File: src/rtl/wb_arbiter_if.sv
// Bundle of the write-back arbiter's result ports, issue port, scoreboard
// output and register-file write port.
interface wb_arbiter_if #(
  parameter int XLEN        = 32,
  parameter int RFIDX_WIDTH = 5,
  parameter int RFREG_NUM   = 32
) ();
  logic                   a_valid;
  logic                   a_ready;
  logic [RFIDX_WIDTH-1:0] a_rd;
  logic [XLEN-1:0]        a_data;
  logic                   b_valid;
  logic                   b_ready;
  logic [RFIDX_WIDTH-1:0] b_rd;
  logic [XLEN-1:0]        b_data;
  logic                   iss_valid;
  logic [RFIDX_WIDTH-1:0] iss_rd;
  logic [RFREG_NUM-1:0]   busy;
  logic                   we3;
  logic [RFIDX_WIDTH-1:0] wa3;
  logic [XLEN-1:0]        wd3;

  modport slave (
    input  a_valid, a_rd, a_data, b_valid, b_rd, b_data, iss_valid, iss_rd,
    output a_ready, b_ready, busy, we3, wa3, wd3
  );

  modport master (
    output a_valid, a_rd, a_data, b_valid, b_rd, b_data, iss_valid, iss_rd,
    input  a_ready, b_ready, busy, we3, wa3, wd3
  );
endinterface

File: src/rtl/wb_arbiter.sv
// Write-back arbiter: merges single-cycle (A) and queued long-latency (B)
// results onto one register-file write port, with a per-register busy scoreboard.
module wb_arbiter #(
  parameter int XLEN        = 32,
  parameter int RFIDX_WIDTH = 5,
  parameter int RFREG_NUM   = 32,
  parameter int BUF_DEPTH   = 2,
  parameter int STARVE_MAX  = 4
) (
  input  logic         clk,
  input  logic         rstn,
  wb_arbiter_if.slave  bus
);
  localparam int PW = (BUF_DEPTH > 1) ? $clog2(BUF_DEPTH) : 1;
  localparam int CW = PW + 1;
  localparam int SW = $clog2(STARVE_MAX + 1);

  logic [RFIDX_WIDTH-1:0] r_buf_rd   [BUF_DEPTH];
  logic [XLEN-1:0]        r_buf_data [BUF_DEPTH];
  logic [PW-1:0]          r_wptr, r_rptr;
  logic [CW-1:0]          r_count;
  logic [SW-1:0]          r_starve;
  logic                   r_a_ready;
  logic [RFREG_NUM-1:0]   r_busy;
  logic                   r_we3;
  logic [RFIDX_WIDTH-1:0] r_wa3;
  logic [XLEN-1:0]        r_wd3;

  logic                   w_fifo_ne, w_a_win, w_pop, w_push, w_b_ready;
  logic [SW-1:0]          w_starve_nxt;
  logic [CW-1:0]          w_count_nxt;
  logic [RFREG_NUM-1:0]   w_busy_nxt;
  logic [RFIDX_WIDTH-1:0] w_head_rd;
  logic [XLEN-1:0]        w_head_data;

  always_comb begin
    w_fifo_ne   = (r_count != '0);
    w_b_ready   = (r_count < CW'(BUF_DEPTH));
    w_a_win     = r_a_ready && bus.a_valid && (bus.a_rd != '0);
    // While a_ready is held low a_win is false, so a non-empty FIFO pops here.
    w_pop       = !w_a_win && w_fifo_ne;
    w_push      = bus.b_valid && w_b_ready && (bus.b_rd != '0);
    w_head_rd   = r_buf_rd[r_rptr];
    w_head_data = r_buf_data[r_rptr];
    w_count_nxt = r_count + CW'(w_push) - CW'(w_pop);
    w_starve_nxt = (w_a_win && w_fifo_ne) ? r_starve + SW'(1) : '0;
  end

  // Clear-then-set ordering makes a same-cycle issue win over a pop.
  always_comb begin
    w_busy_nxt = r_busy;
    for (int unsigned i = 1; i < RFREG_NUM; i++) begin
      if (w_pop && (w_head_rd == RFIDX_WIDTH'(i)))
        w_busy_nxt[i] = 1'b0;
      if (bus.iss_valid && (bus.iss_rd == RFIDX_WIDTH'(i)))
        w_busy_nxt[i] = 1'b1;
    end
    w_busy_nxt[0] = 1'b0;
  end

  always_ff @(posedge clk) begin
    if (w_push) begin
      r_buf_rd[r_wptr]   <= bus.b_rd;
      r_buf_data[r_wptr] <= bus.b_data;
    end
  end

  always_ff @(posedge clk or negedge rstn) begin
    if (!rstn) begin
      r_wptr    <= '0;
      r_rptr    <= '0;
      r_count   <= '0;
      r_starve  <= '0;
      r_a_ready <= 1'b1;
      r_busy    <= '0;
      r_we3     <= 1'b0;
      r_wa3     <= '0;
      r_wd3     <= '0;
    end else begin
      if (w_push) r_wptr <= r_wptr + PW'(1);
      if (w_pop)  r_rptr <= r_rptr + PW'(1);
      r_count   <= w_count_nxt;
      r_starve  <= w_starve_nxt;
      r_a_ready <= (w_starve_nxt != SW'(STARVE_MAX));
      r_busy    <= w_busy_nxt;
      if (w_a_win) begin
        r_we3 <= 1'b1;
        r_wa3 <= bus.a_rd;
        r_wd3 <= bus.a_data;
      end else if (w_pop) begin
        r_we3 <= 1'b1;
        r_wa3 <= w_head_rd;
        r_wd3 <= w_head_data;
      end else begin
        r_we3 <= 1'b0;
      end
    end
  end

  assign bus.a_ready = r_a_ready;
  assign bus.b_ready = w_b_ready;
  assign bus.busy    = r_busy;
  assign bus.we3     = r_we3;
  assign bus.wa3     = r_wa3;
  assign bus.wd3     = r_wd3;
endmodule

File: src/flat_wrapper.sv
// flat-port wrapper written by rule: the top's interface ports become plain ports
module wb_arbiter_flat 
#(
  parameter int XLEN        = 32,
  parameter int RFIDX_WIDTH = 5,
  parameter int RFREG_NUM   = 32,
  parameter int BUF_DEPTH   = 2,
  parameter int STARVE_MAX  = 4
)
  (clk, rstn, bus_a_valid, bus_a_rd, bus_a_data, bus_b_valid, bus_b_rd, bus_b_data, bus_iss_valid, bus_iss_rd, bus_a_ready, bus_b_ready, bus_busy, bus_we3, bus_wa3, bus_wd3);
  wb_arbiter_if #(.XLEN(XLEN), .RFIDX_WIDTH(RFIDX_WIDTH), .RFREG_NUM(RFREG_NUM)) bus_i ();
  input  logic clk;
  input  logic rstn;
  input wire logic [$bits(bus_i.a_valid)-1:0] bus_a_valid;
  input wire logic [$bits(bus_i.a_rd)-1:0] bus_a_rd;
  input wire logic [$bits(bus_i.a_data)-1:0] bus_a_data;
  input wire logic [$bits(bus_i.b_valid)-1:0] bus_b_valid;
  input wire logic [$bits(bus_i.b_rd)-1:0] bus_b_rd;
  input wire logic [$bits(bus_i.b_data)-1:0] bus_b_data;
  input wire logic [$bits(bus_i.iss_valid)-1:0] bus_iss_valid;
  input wire logic [$bits(bus_i.iss_rd)-1:0] bus_iss_rd;
  output wire logic [$bits(bus_i.a_ready)-1:0] bus_a_ready;
  output wire logic [$bits(bus_i.b_ready)-1:0] bus_b_ready;
  output wire logic [$bits(bus_i.busy)-1:0] bus_busy;
  output wire logic [$bits(bus_i.we3)-1:0] bus_we3;
  output wire logic [$bits(bus_i.wa3)-1:0] bus_wa3;
  output wire logic [$bits(bus_i.wd3)-1:0] bus_wd3;
  assign bus_i.a_valid = bus_a_valid;
  assign bus_i.a_rd = bus_a_rd;
  assign bus_i.a_data = bus_a_data;
  assign bus_i.b_valid = bus_b_valid;
  assign bus_i.b_rd = bus_b_rd;
  assign bus_i.b_data = bus_b_data;
  assign bus_i.iss_valid = bus_iss_valid;
  assign bus_i.iss_rd = bus_iss_rd;
  assign bus_a_ready = bus_i.a_ready;
  assign bus_b_ready = bus_i.b_ready;
  assign bus_busy = bus_i.busy;
  assign bus_we3 = bus_i.we3;
  assign bus_wa3 = bus_i.wa3;
  assign bus_wd3 = bus_i.wd3;
  wb_arbiter #(.XLEN(XLEN), .RFIDX_WIDTH(RFIDX_WIDTH), .RFREG_NUM(RFREG_NUM), .BUF_DEPTH(BUF_DEPTH), .STARVE_MAX(STARVE_MAX)) u_core (.clk(clk), .rstn(rstn), .bus(bus_i));
endmodule
File: config.mk
export PLATFORM = sky130hd
export DESIGN_NAME = wb_arbiter_flat
export DESIGN_NICKNAME = d
export VERILOG_FILES = /design/src/rtl/wb_arbiter_if.sv /design/src/rtl/wb_arbiter.sv /design/src/flat_wrapper.sv
export SDC_FILE = /design/constraint.sdc
export NUM_CORES = 1
export LEC_CHECK = 0
export CORE_ASPECT_RATIO = 0.75
export CORE_MARGIN = 2
export CORE_UTILIZATION = 53
export DETAILED_ROUTE_END_ITERATION = 8
export PLACE_DENSITY = 0.82
export SYNTH_ARGS = -nofsm -noshare
export SYNTH_HDL_FRONTEND = slang
export SYNTH_SLANG_ARGS = --single-unit
File: constraint.sdc
create_clock -name clk -period 5.3 [get_ports clk]
set_input_delay 1.06 -clock clk [delete_from_list [all_inputs] [get_ports clk]]
set_output_delay 1.06 -clock clk [all_outputs]
set_load 0.02 [all_outputs]
# Word-level counts from Yosys, hierarchy flattened
# Memory sizes are Yosys's and may differ from the RTL's.
# Cells that the tools add are included.
# op_classes
n_addsub	5
n_lt_le_gt_ge	1
eq_ne	63
muxes	71
reduce_logical	104
# ops
operator	count
5-bit equality test (second input constant)	32
5-bit by 4-bit equality test with 1-bit output (second input constant)	16
1-bit logical AND	68
1-bit 2-to-1 mux	66
2-bit nonzero test	33
32-bit 2-to-1 mux	2
5-bit by 3-bit equality test with 1-bit output (second input constant)	8
5-bit by 2-bit equality test with 1-bit output (second input constant)	4
5-bit by 1-bit equality test with 1-bit output (second input constant)	2
5-bit 2-to-1 mux	2
5-bit nonzero test	2
3-bit by 1-bit adder with 3-bit output (second input constant)	1
3-bit 2-to-1 mux	1
3-bit inequality test (second input constant)	1
1-bit adder (second input constant)	2
2-bit by 1-bit adder with 2-bit output	1
2-bit < comparator (second input constant)	1
2-bit by 1-bit subtractor with 2-bit output	1
1-bit logical NOT	1
# word_totals
regBits	77
ram_bits	74
inputBits	84
wordCells	285
n_memories	2
# memory_table
name	words	width	read_ports	rd_clocked_by_memory_dff	wr	line_no	source
u_core.r_buf_data	2	32	1	0	1	wb_arbiter.sv:19	logic [XLEN-1:0] r_buf_data [BUF_DEPTH];
u_core.r_buf_rd	2	5	1	0	1	wb_arbiter.sv:18	logic [RFIDX_WIDTH-1:0] r_buf_rd [BUF_DEPTH];

# Depth between registers and ports, before layout
# Gate-level depths: netlist of the first run.
# logic_depth
ltp_word	7
ltp_mapped	9
ltp_nobuf	8

# Least setup slack after synthesis of the first run
# OpenSTA, ideal clock, no wires.
# synth_timing
kind	in2reg
startpoint	input port bus_b_rd[1]
endpoint	memory u_core.r_buf_data[0][0], enable pin
setup_time_ns	0.436
arrival_time_ns	3.038
required_ns	4.864
path_slack_ns	1.827
cell_stages	3
path_cell_list	or3_1 o311a_1 nor2b_1
# synth_between
elab_chain_len	4
# synth_lines
item	line_no	source
start: declaration	flat_wrapper.sv:18	input wire logic [$bits(bus_i.b_rd)-1:0] bus_b_rd;
5-bit nonzero test	wb_arbiter.sv:42	w_push = bus.b_valid && w_b_ready && (bus.b_rd != '0);
1-bit logical AND	wb_arbiter.sv:42	
net u_core.w_push	wb_arbiter.sv:29	logic w_fifo_ne, w_a_win, w_pop, w_push, w_b_ready;
1-bit 2-to-1 mux	wb_arbiter.sv:62	if (w_push) begin
1-bit 2-to-1 mux (implied by the code)	wb_arbiter.sv:64	r_buf_data[r_wptr] <= bus.b_data;
end: declaration	wb_arbiter.sv:19	
# The timed path passes the listed nets, and every way through them passes these cells.

# Final worst setup path of the first run
# layout_timing
startpoint	register u_core.r_rptr
endpoint	register u_core.r_busy[15] (netlist: u_core.bus.busy[15])
# layout_between
elab_chain_len	4
# layout_lines
item	line_no	source
start: declaration	wb_arbiter.sv:20	logic [PW-1:0] r_wptr, r_rptr;
start signal: assignment	wb_arbiter.sv:81	if (w_pop) r_rptr <= r_rptr + PW'(1);
memory 2 x 5 bit	n/a	
5-bit by 4-bit equality test with 1-bit output	wb_arbiter.sv:53	if (w_pop && (w_head_rd == RFIDX_WIDTH'(i)))
1-bit logical AND	wb_arbiter.sv:53	
2-bit nonzero test (no source line)	n/a	
end signal: assignment	wb_arbiter.sv:85	r_busy <= w_busy_nxt;
end: declaration	wb_arbiter.sv:24	logic [RFREG_NUM-1:0] r_busy;
# Every way passes these cells.
# A chain may end at the register's enable or synchronous reset.

==> results of run 1 <==
-- critical path, cell delays in order, from the launching register on --
cell and delay, ns:
sky130_fd_sc_hd__dfrtp_2 0.67, sky130_fd_sc_hd__buf_4 0.52, sky130_fd_sc_hd__mux2i_1 0.32, sky130_fd_sc_hd__nand2_1 0.46, sky130_fd_sc_hd__o41ai_1 0.56, sky130_fd_sc_hd__o31ai_1 0.13
-- flip-flops by register name, summed over array words and instances, names as in the netlist --
register / cells
u_core.r_buf_rd: 10
u_core.bus.we3: 1
u_core.bus.wd3: 32
u_core.r_starve: 3
u_core.r_count: 2
u_core.bus.a_ready: 1
u_core.bus.wa3: 5
u_core.r_buf_data: 64
u_core.r_wptr: 1
u_core.r_rptr: 1
u_core.bus.busy: 31
-- per-stage QoR --
stage,util,setup slack [ns],power (mW)
finish,0.731,2.48,4.70
global route,0.731,2.32,4.93
CTS,0.731,2.48,4.71
detailed placement,0.684,2.04,3.61
global placement,0.684,2.10,3.54
floorplan,-,1.83,2.83
-- final timing paths --
kind | start | to | slack [ns] | cells after the start
worst max register to register | u_core.r_rptr | u_core.bus.busy[15] | 2.48 | 5
worst min register to register | u_core.r_starve[0] | u_core.r_starve[0] | 0.46 | 1
min in group asynchronous | rstn | u_core.bus.busy[7] | 0.81 | 1
worst min-delay path | u_core.r_starve[0] | u_core.r_starve[0] | 0.46 | 1
worst max-delay path | u_core.r_rptr | u_core.bus.busy[15] | 2.48 | 5
max in group asynchronous | rstn | u_core.r_rptr | 3.76 | 1
-- cells in the final DEF (no fill, tap or decap), drive strengths merged, types with 2 or more instances in the layout --
cell / synthesis / routed
a32oi: 2 / 2
ha: 3 / 3
nor2b: 7 / 7
nor3: 5 / 5
clkinv: 0 / 7
dfrtp: 76 / 76
o22a: 2 / 2
nand2: 95 / 95
o31ai: 2 / 2
a31oi: 2 / 2
or2: 2 / 2
and3: 3 / 3
nor2: 46 / 46
buf: 19 / 4
nand3: 8 / 8
xnor2: 2 / 2
o41ai: 31 / 31
mux2i: 35 / 35
inv: 5 / 6
nand2b: 4 / 4
o21ai: 38 / 38
edfxtp: 74 / 74
xor2: 3 / 3
and3b: 2 / 2
clkdlybuf4s50: 0 / 153
clkbuf: 12 / 24
a21oi: 41 / 41
-- logic make-up (layout without fill, tap and decap cells) --
logic type / Yosys count / after routing
other cells: 1 / 1
xor+xnor: 5 / 5
fa+ha+maj: 3 / 3
compound gates: 119 / 119
mux: 35 / 35
buf+inv: 36 / 194
flops: 151 / 151
simple gates: 176 / 176
-- final cells by class --
class	instances	area, um2	area share
Tap cell	162	203	0.0240
Inverter	5	18.8	0.00223
Sequential cell	151	4150	0.492
Multi-Input combinational cell	339	1950	0.231
Timing Repair Buffer	157	1560	0.185
Clock buffer	24	504	0.0598
Clock inverter	8	45.0	0.00534
-- power by group --
group          leakage (nW)  total (mW)  internal, mW  switching [mW]
registers              1.61        1.81          1.59           0.220
logic                  1.47        1.79         0.762            1.02
clock network         0.278        1.10         0.662           0.440
total                  3.36        4.70          3.02            1.68
-- routing by layer --
metal | wire, um | global-route usage | part of all wire
met1 | 7020 | 0.371 | 0.44
met2 | 7100 | 0.368 | 0.45
met3 | 1470 | 0.0822 | 0.093
met4 | 240 | 0.0886 | 0.015
met5 | 0 | 0 | 0
==> impl_summary.md, run 1 <==
Timing
The share of the clock period used by the worst path after layout is 0.531. The clock period minus final worst setup slack is around 2.8 ns. Setup repair after global routing left no endpoint under its margin.

Hold timing on the final database bottoms out at a slack of 0.461 ns. The hold violation count in the final report is 0. Setup violations remaining at the end of the flow were counted as 0. Setup total negative slack on the finished layout was measured at 0 ns. The count of pins over their slew limit was 0.

The worst pin sits at a relative slew slack of 0.283. At the pin with the least slew margin, the transition time is 1.07 ns. Static timing analysis puts the maximum clock frequency at 355 MHz. The worst-case clock skew is about 0.0048 ns.

Cells and area
The antenna diode count is 0. Of the cells placed in the final design, the portion with a size suffix greater than 1 is 0.0585. Relative to the synthesized area, the layout overhead comes to 35.0%. The final standard cell area without fillers is between 8000 and 9000 um2. The non-filler instance count after layout is ~850. Counting the fill cells in the layout gives 793.

The total number of nets in the final design is 758.

Synthesis
The post-synthesis instance total is ~530. Counting flops with a built-in enable in the synthesized netlist gives 74. The number of nets produced by synthesis is 613. After synthesis the cells add up to 6250 um2.

Of the total synthesized cell area, the portion taken by AND, OR, NAND and NOR gates is 0.118. The synthesized-area fraction occupied by xor and xnor cells is 0.00701. Counting flops with an async set or reset pin after synthesis yields a share of 0.510. The number of distinct standard cells referenced by the synthesized netlist is 38. After synthesis, the share of cell area in mux cells is 0.0561.

The number of synthesis warnings is 0. The commonest cells after synthesis are 95 x sky130_fd_sc_hd__nand2_1, 76 x sky130_fd_sc_hd__dfrtp_1, 74 x sky130_fd_sc_hd__edfxtp_1. The synthesized area per cell is 11.9 um2. The share of the synthesized area in compound gates (AO/OA/AOI/OAI) came to 0.120. Of the synthesized area, sequential elements account for 0.664. The cell with the most instances after synthesis is sky130_fd_sc_hd__nand2_1.

The most used flip-flop cell after synthesis is sky130_fd_sc_hd__dfrtp_1. The synthesized design contains 151 register bits. The share of synthesized area in the top cell type comes to 0.356. Of all cell types, the one taking the most synthesized area is sky130_fd_sc_hd__edfxtp_1. The arithmetic-cell share of the synthesized area counting full adders, half adders and majority gates is 0.00601.

The combinational family with the most area after synthesis is compound AO/OA/AOI/OAI gates. Ranked by total cell area, the synthesized netlist is headed by sky130_fd_sc_hd__edfxtp_1 36%, sky130_fd_sc_hd__dfrtp_1 30%, sky130_fd_sc_hd__nand2_1 5.7%.

Critical path
STA puts the critical path data arrival time at 3.10 ns. The critical path capture point type is a flip-flop. STA classifies the critical path startpoint as a flip-flop. The setup path with the least slack is of type flip-flop to flip-flop. In this run the worst path has a maximum fanout of 28. The required time of the critical path is 5.58 ns.

Global routing
The number of antenna violations at the first check in global routing is 0. The wire length of the first global-routing pass is 24,400 um. The leftover overflow at the end of global routing is 0.

The maximum number of pins on one net before global-route repair is 108. Across every metal layer, demand over resource in global routing totals 0.256. The via count of the first global-routing pass is 4,635.

Detailed routing
The total vias in the final route is about 4,700. The post-route antenna net violation count is 0. In the routed layout, each cell is associated on average with a via count of 5.59.

In the routed design, unresolved DRC markers number 0. Dividing the detail-routed wire length by the instance count gives 18.7 um. For this block, the routed nets add up to about 16,000 um of wire. The first routing iteration left 427 violations. The first TritonRoute pass finished after 5 iterations.

CTS
The number of sinks on the clock net is between 150 and 200. The CTS H-tree depth is 4. Post-CTS timing repair inserted 0 buffers for setup. In this run, post-CTS hold repair placed 0 buffers.

The CTS tree is yes. Clock-pin slew was measured on the worst setup and hold paths at 0.06 ns. Once the clock tree was built, the resizer swapped 0 gates to a different size.

The clock tree root buffer cell is sky130_fd_sc_hd__clkbuf_16. The clock buffer count from CTS is 17. The clock latency on the worst-skew pair is 0.42 ns. The deepest clock path buffer count is 2.

Floorplan
The total area inside the core boundary comes to 11,500 um2. The y dimension of the die is between 90 and 100 um. The effective utilization at floorplan is 0.542. In this run the count of I/O pins placed on the die edge is 156. From left edge to right edge, the die measures around 130 um. The die covers 12,700 um2. After floorplanning, the core was divided into 34 placement rows.

Place
The placer congestion estimate is 0.950. The number of buffers added on ports is 154. The placed wire-length estimate after detailed placement is between 10,000 and 15,000 um.

The placed cell area is roughly 7900 um2. The number of cells in the design after placement is 814.

Outcome
The flow ran to the end, and the final reports show no timing, DRC or antenna violations.

Power and ir drop
Power spread over the standard cell area amounts to 558 nW/um2. For this design the static power due to leakage is 3.36 nW. The peak supply drop is 294 uV.

Hold path
The class of the tightest hold or removal check is flip-flop to flip-flop.

Job
The max-cap violation count is 0.
(Power assumes the default switching activity.)
==> run 2: changes to the inputs <==
- CORE_UTILIZATION: 53 -> 49
- PLACE_DENSITY: 0.82 -> 0.77
- clock period: 5.3 -> 2.9 ns (I/O delays scaled with it)
==> impl_summary.md, run 2 (synthesis results as in run 1) <==
Critical path
At the worst endpoint, the required time is 3.24 ns. The launching element of the worst setup path is u_core.r_rptr. The endpoint of the worst-slack reg-to-reg timing path is u_core.bus.busy[25]. The worst register-to-register path has a depth of 5. In this run the worst path has a maximum fanout of 19. STA classifies the critical path startpoint as a flip-flop. The largest single stage delay on the critical path is 0.80 ns. The slowest stage cell on the critical path is sky130_fd_sc_hd__a32oi_1. The signal on the critical path passes through buf_4, nor2_1, a32oi_1, o41ai_1, nand2_1. The setup path with the least slack is of type flip-flop to flip-flop. The number of buffers and inverters on the critical path is 1. Data on the critical path arrives at its endpoint at 2.62 ns. The register-to-register path setup slack is 0.62 ns. The startpoint of the most critical register-to-register path is u_core.r_rptr. The family with the most delay on the worst path is compound AO/OA/AOI/OAI gates. The critical path capture point type is a flip-flop.

Place
The number of buffers added on ports is around 150. The placed cell area is between 7000 and 8000 um2. The placer congestion estimate is 0.862. Detailed placement ended at an HPWL of 10,900 um.

Global routing
The number of antenna violations at the first check in global routing was 0. The first global-routing pass estimated 24,500 um of wire. The overall global routing resource usage is 0.238. The via count of the first global-routing pass came to roughly 4,600. The leftover overflow at the end of global routing is 0.

The maximum number of pins on one net before global-route repair is 64.

Floorplan
The effective utilization at floorplan is 0.506. The full die area is between 10,000 and 15,000 um2. The number of top-level pins is 156. The horizontal die dimension is 134 um. The core area is between 10,000 and 15,000 um2.

The floorplan has 35 rows. The y dimension of the die is 102 um.

CTS
Buffers inserted to repair hold after CTS numbered 0. The clock drives 151 sinks. The CTS H-tree depth is 4. The longest clock path from root to sink contains 2 buffers. TritonCTS built the clock tree. Clock-pin slew was measured on the worst setup and hold paths at approximately 0.06 ns. At the later pin of the worst-skew pair, clock insertion delay measures 0.42 ns. The clock tree root buffer cell is sky130_fd_sc_hd__clkbuf_16. The number of setup buffers added after CTS is 0. Buffers inserted during clock tree synthesis total 17. Once the clock tree was built, the resizer swapped 0 gates to a different size.

Cells and area
The most common library cell in the layout ignoring fill and taps is sky130_fd_sc_hd__clkdlybuf4s50_1. The final standard cell area without fillers is 8570 um2. In the final design database the tool counted 768 nets. The flip-flop count of the largest register, all copies and words added is 64. The fill cell total of the finished layout is between 800 and 900. Registers take slightly above 4000 um2. Summing all multi-input logic gate instances after layout gives around 2000 um2. The register with the most flip-flops in the final layout is u_core.r_buf_data. The antenna diode count is 0. In the final layout, the share of cells above drive strength 1 is 0.0749.

The layout overhead on the synthesized area is 37.2%. The top cell types in the final layout, fill and taps aside, are 153 x sky130_fd_sc_hd__clkdlybuf4s50_1, 95 x sky130_fd_sc_hd__nand2_1, 75 x sky130_fd_sc_hd__dfrtp_1, 74 x sky130_fd_sc_hd__edfxtp_1, 45 x sky130_fd_sc_hd__nor2_1.

Timing
Setup repair after global routing left no endpoint under its margin. The hold violation count in the final report is 0. The worst-case clock skew is 0.0122 ns. Summed over all failing endpoints, the final setup total negative slack is 0 ns. The count of pins over their slew limit was 0. The worst slew slack as a fraction of its limit is 0.287.

For the pin with the worst max-slew slack, the measured transition is 1.07 ns. Dividing the final minimum period by the clock period gives 0.786. The clock period minus final worst setup slack is 2.28 ns. The fmax is approximately 440 MHz. Setup violations remaining at the end of the flow were counted as 0.

Detailed routing
In the routed design, unresolved DRC markers number 0. For this block, the routed nets add up to between 15,000 and 20,000 um of wire. The detailed-router iteration count before antenna repair is 5.

After detailed routing, the average wire length per cell comes to 18.2 um. The initial detailed-routing violation count is approximately 410. After detailed routing, the number of vias per cell comes to 5.45. The total vias in the final route is 4,685.

The count of nets left with antenna violations once routing finished came out at 0.

Power and ir drop
Of the total power, registers draw 0.375. The internal portion of the total power is between 5 and 6 mW. The cell area power density is 1030 nW/um2.

Of the total power, the clock network draws 0.254. The worst-case IR drop observed on VDD is 528 uV. The net switching power of the design is 3.11 mW. The design draws 8.81 mW. The share of total power dissipated in combinational logic is 0.372.

Summed over all cells, the static leakage comes to 3.42 nW. The net switching fraction of the power is 0.353.

Job
The max-cap violation count is 0.

Hold path
The worst hold path belongs to the class input port to asynchronous set/reset pin.

Outcome
The flow ran to the end, and the final reports show no timing, DRC or antenna violations.
## run 2: cell count changes in the layout (fill, tap and decap cells not counted)
cell / delta
sky130_fd_sc_hd__buf_4: +10
sky130_fd_sc_hd__clkinv_2: -5
sky130_fd_sc_hd__clkinv_4: +4
sky130_fd_sc_hd__bufinv_16: +3
sky130_fd_sc_hd__clkbuf_1: -2
sky130_fd_sc_hd__clkbuf_16: -2
sky130_fd_sc_hd__clkinvlp_4: +2
sky130_fd_sc_hd__inv_6: +2
sky130_fd_sc_hd__clkbuf_8: -1
sky130_fd_sc_hd__inv_4: -1
## run 2: power groups by stage
stage | Combinational (mW) | Sequential [mW] | Clock, mW
after detailed placement | 3.27 | 3.33 | 0
final | 3.28 | 3.30 | 2.24
after global routing | 3.57 | 3.37 | 2.35
after global placement | 3.22 | 3.31 | 0
after floorplan | 1.48 | 3.70 | 0
after CTS | 3.29 | 3.31 | 2.26
## run 2: cell type report
class | instances | share of cell area
repair buffers | 167 | 0.191
clock buffers | 19 | 0.0505
well taps | 166 | 0.0242
inverters | 5 | 0.00219
flip-flops and latches | 151 | 0.485
clock inverters | 13 | 0.0200
multi-input cells | 339 | 0.228
## run 2: per-layer routing
layer / wire [um] / part of all wire / global-route usage
met1: 6910 / 0.44 / 0.328
met2: 7170 / 0.46 / 0.366
met3: 1390 / 0.089 / 0.0816
met4: 149 / 0.0095 / 0.0607
met5: 0 / 0 / 0
## run 2: worst max-delay path by stage
stage,to,cells past startpoint,slack (ns)
after CTS,u_core.bus.busy[25],5,0.64
after floorplan,u_core.r_buf_data[0][0],3,0.60
final,u_core.bus.busy[25],5,0.62
after global routing,u_core.bus.busy[25],5,0.49
after detailed placement,u_core.r_count[1],9,0.40
after global placement,u_core.r_count[1],9,0.44
## run 2: metrics by stage
| step | std cells | hold WS [ns] | util | setup slack [ns] |
|---|---|---|---|---|
| 3_5_place_dp | 828 | 0.456 | 0.645 | 0.403 |
| 2_1_floorplan | 526 | 0.284 | - | 0.600 |
| 5_1_grt | 860 | 0.220 | 0.694 | 0.485 |
| 4_1_cts | 860 | 0.203 | 0.694 | 0.638 |
| 3_3_place_gp | 828 | 0.441 | 0.645 | 0.440 |
| 6_report | 860 | 0.168 | 0.694 | 0.620 |
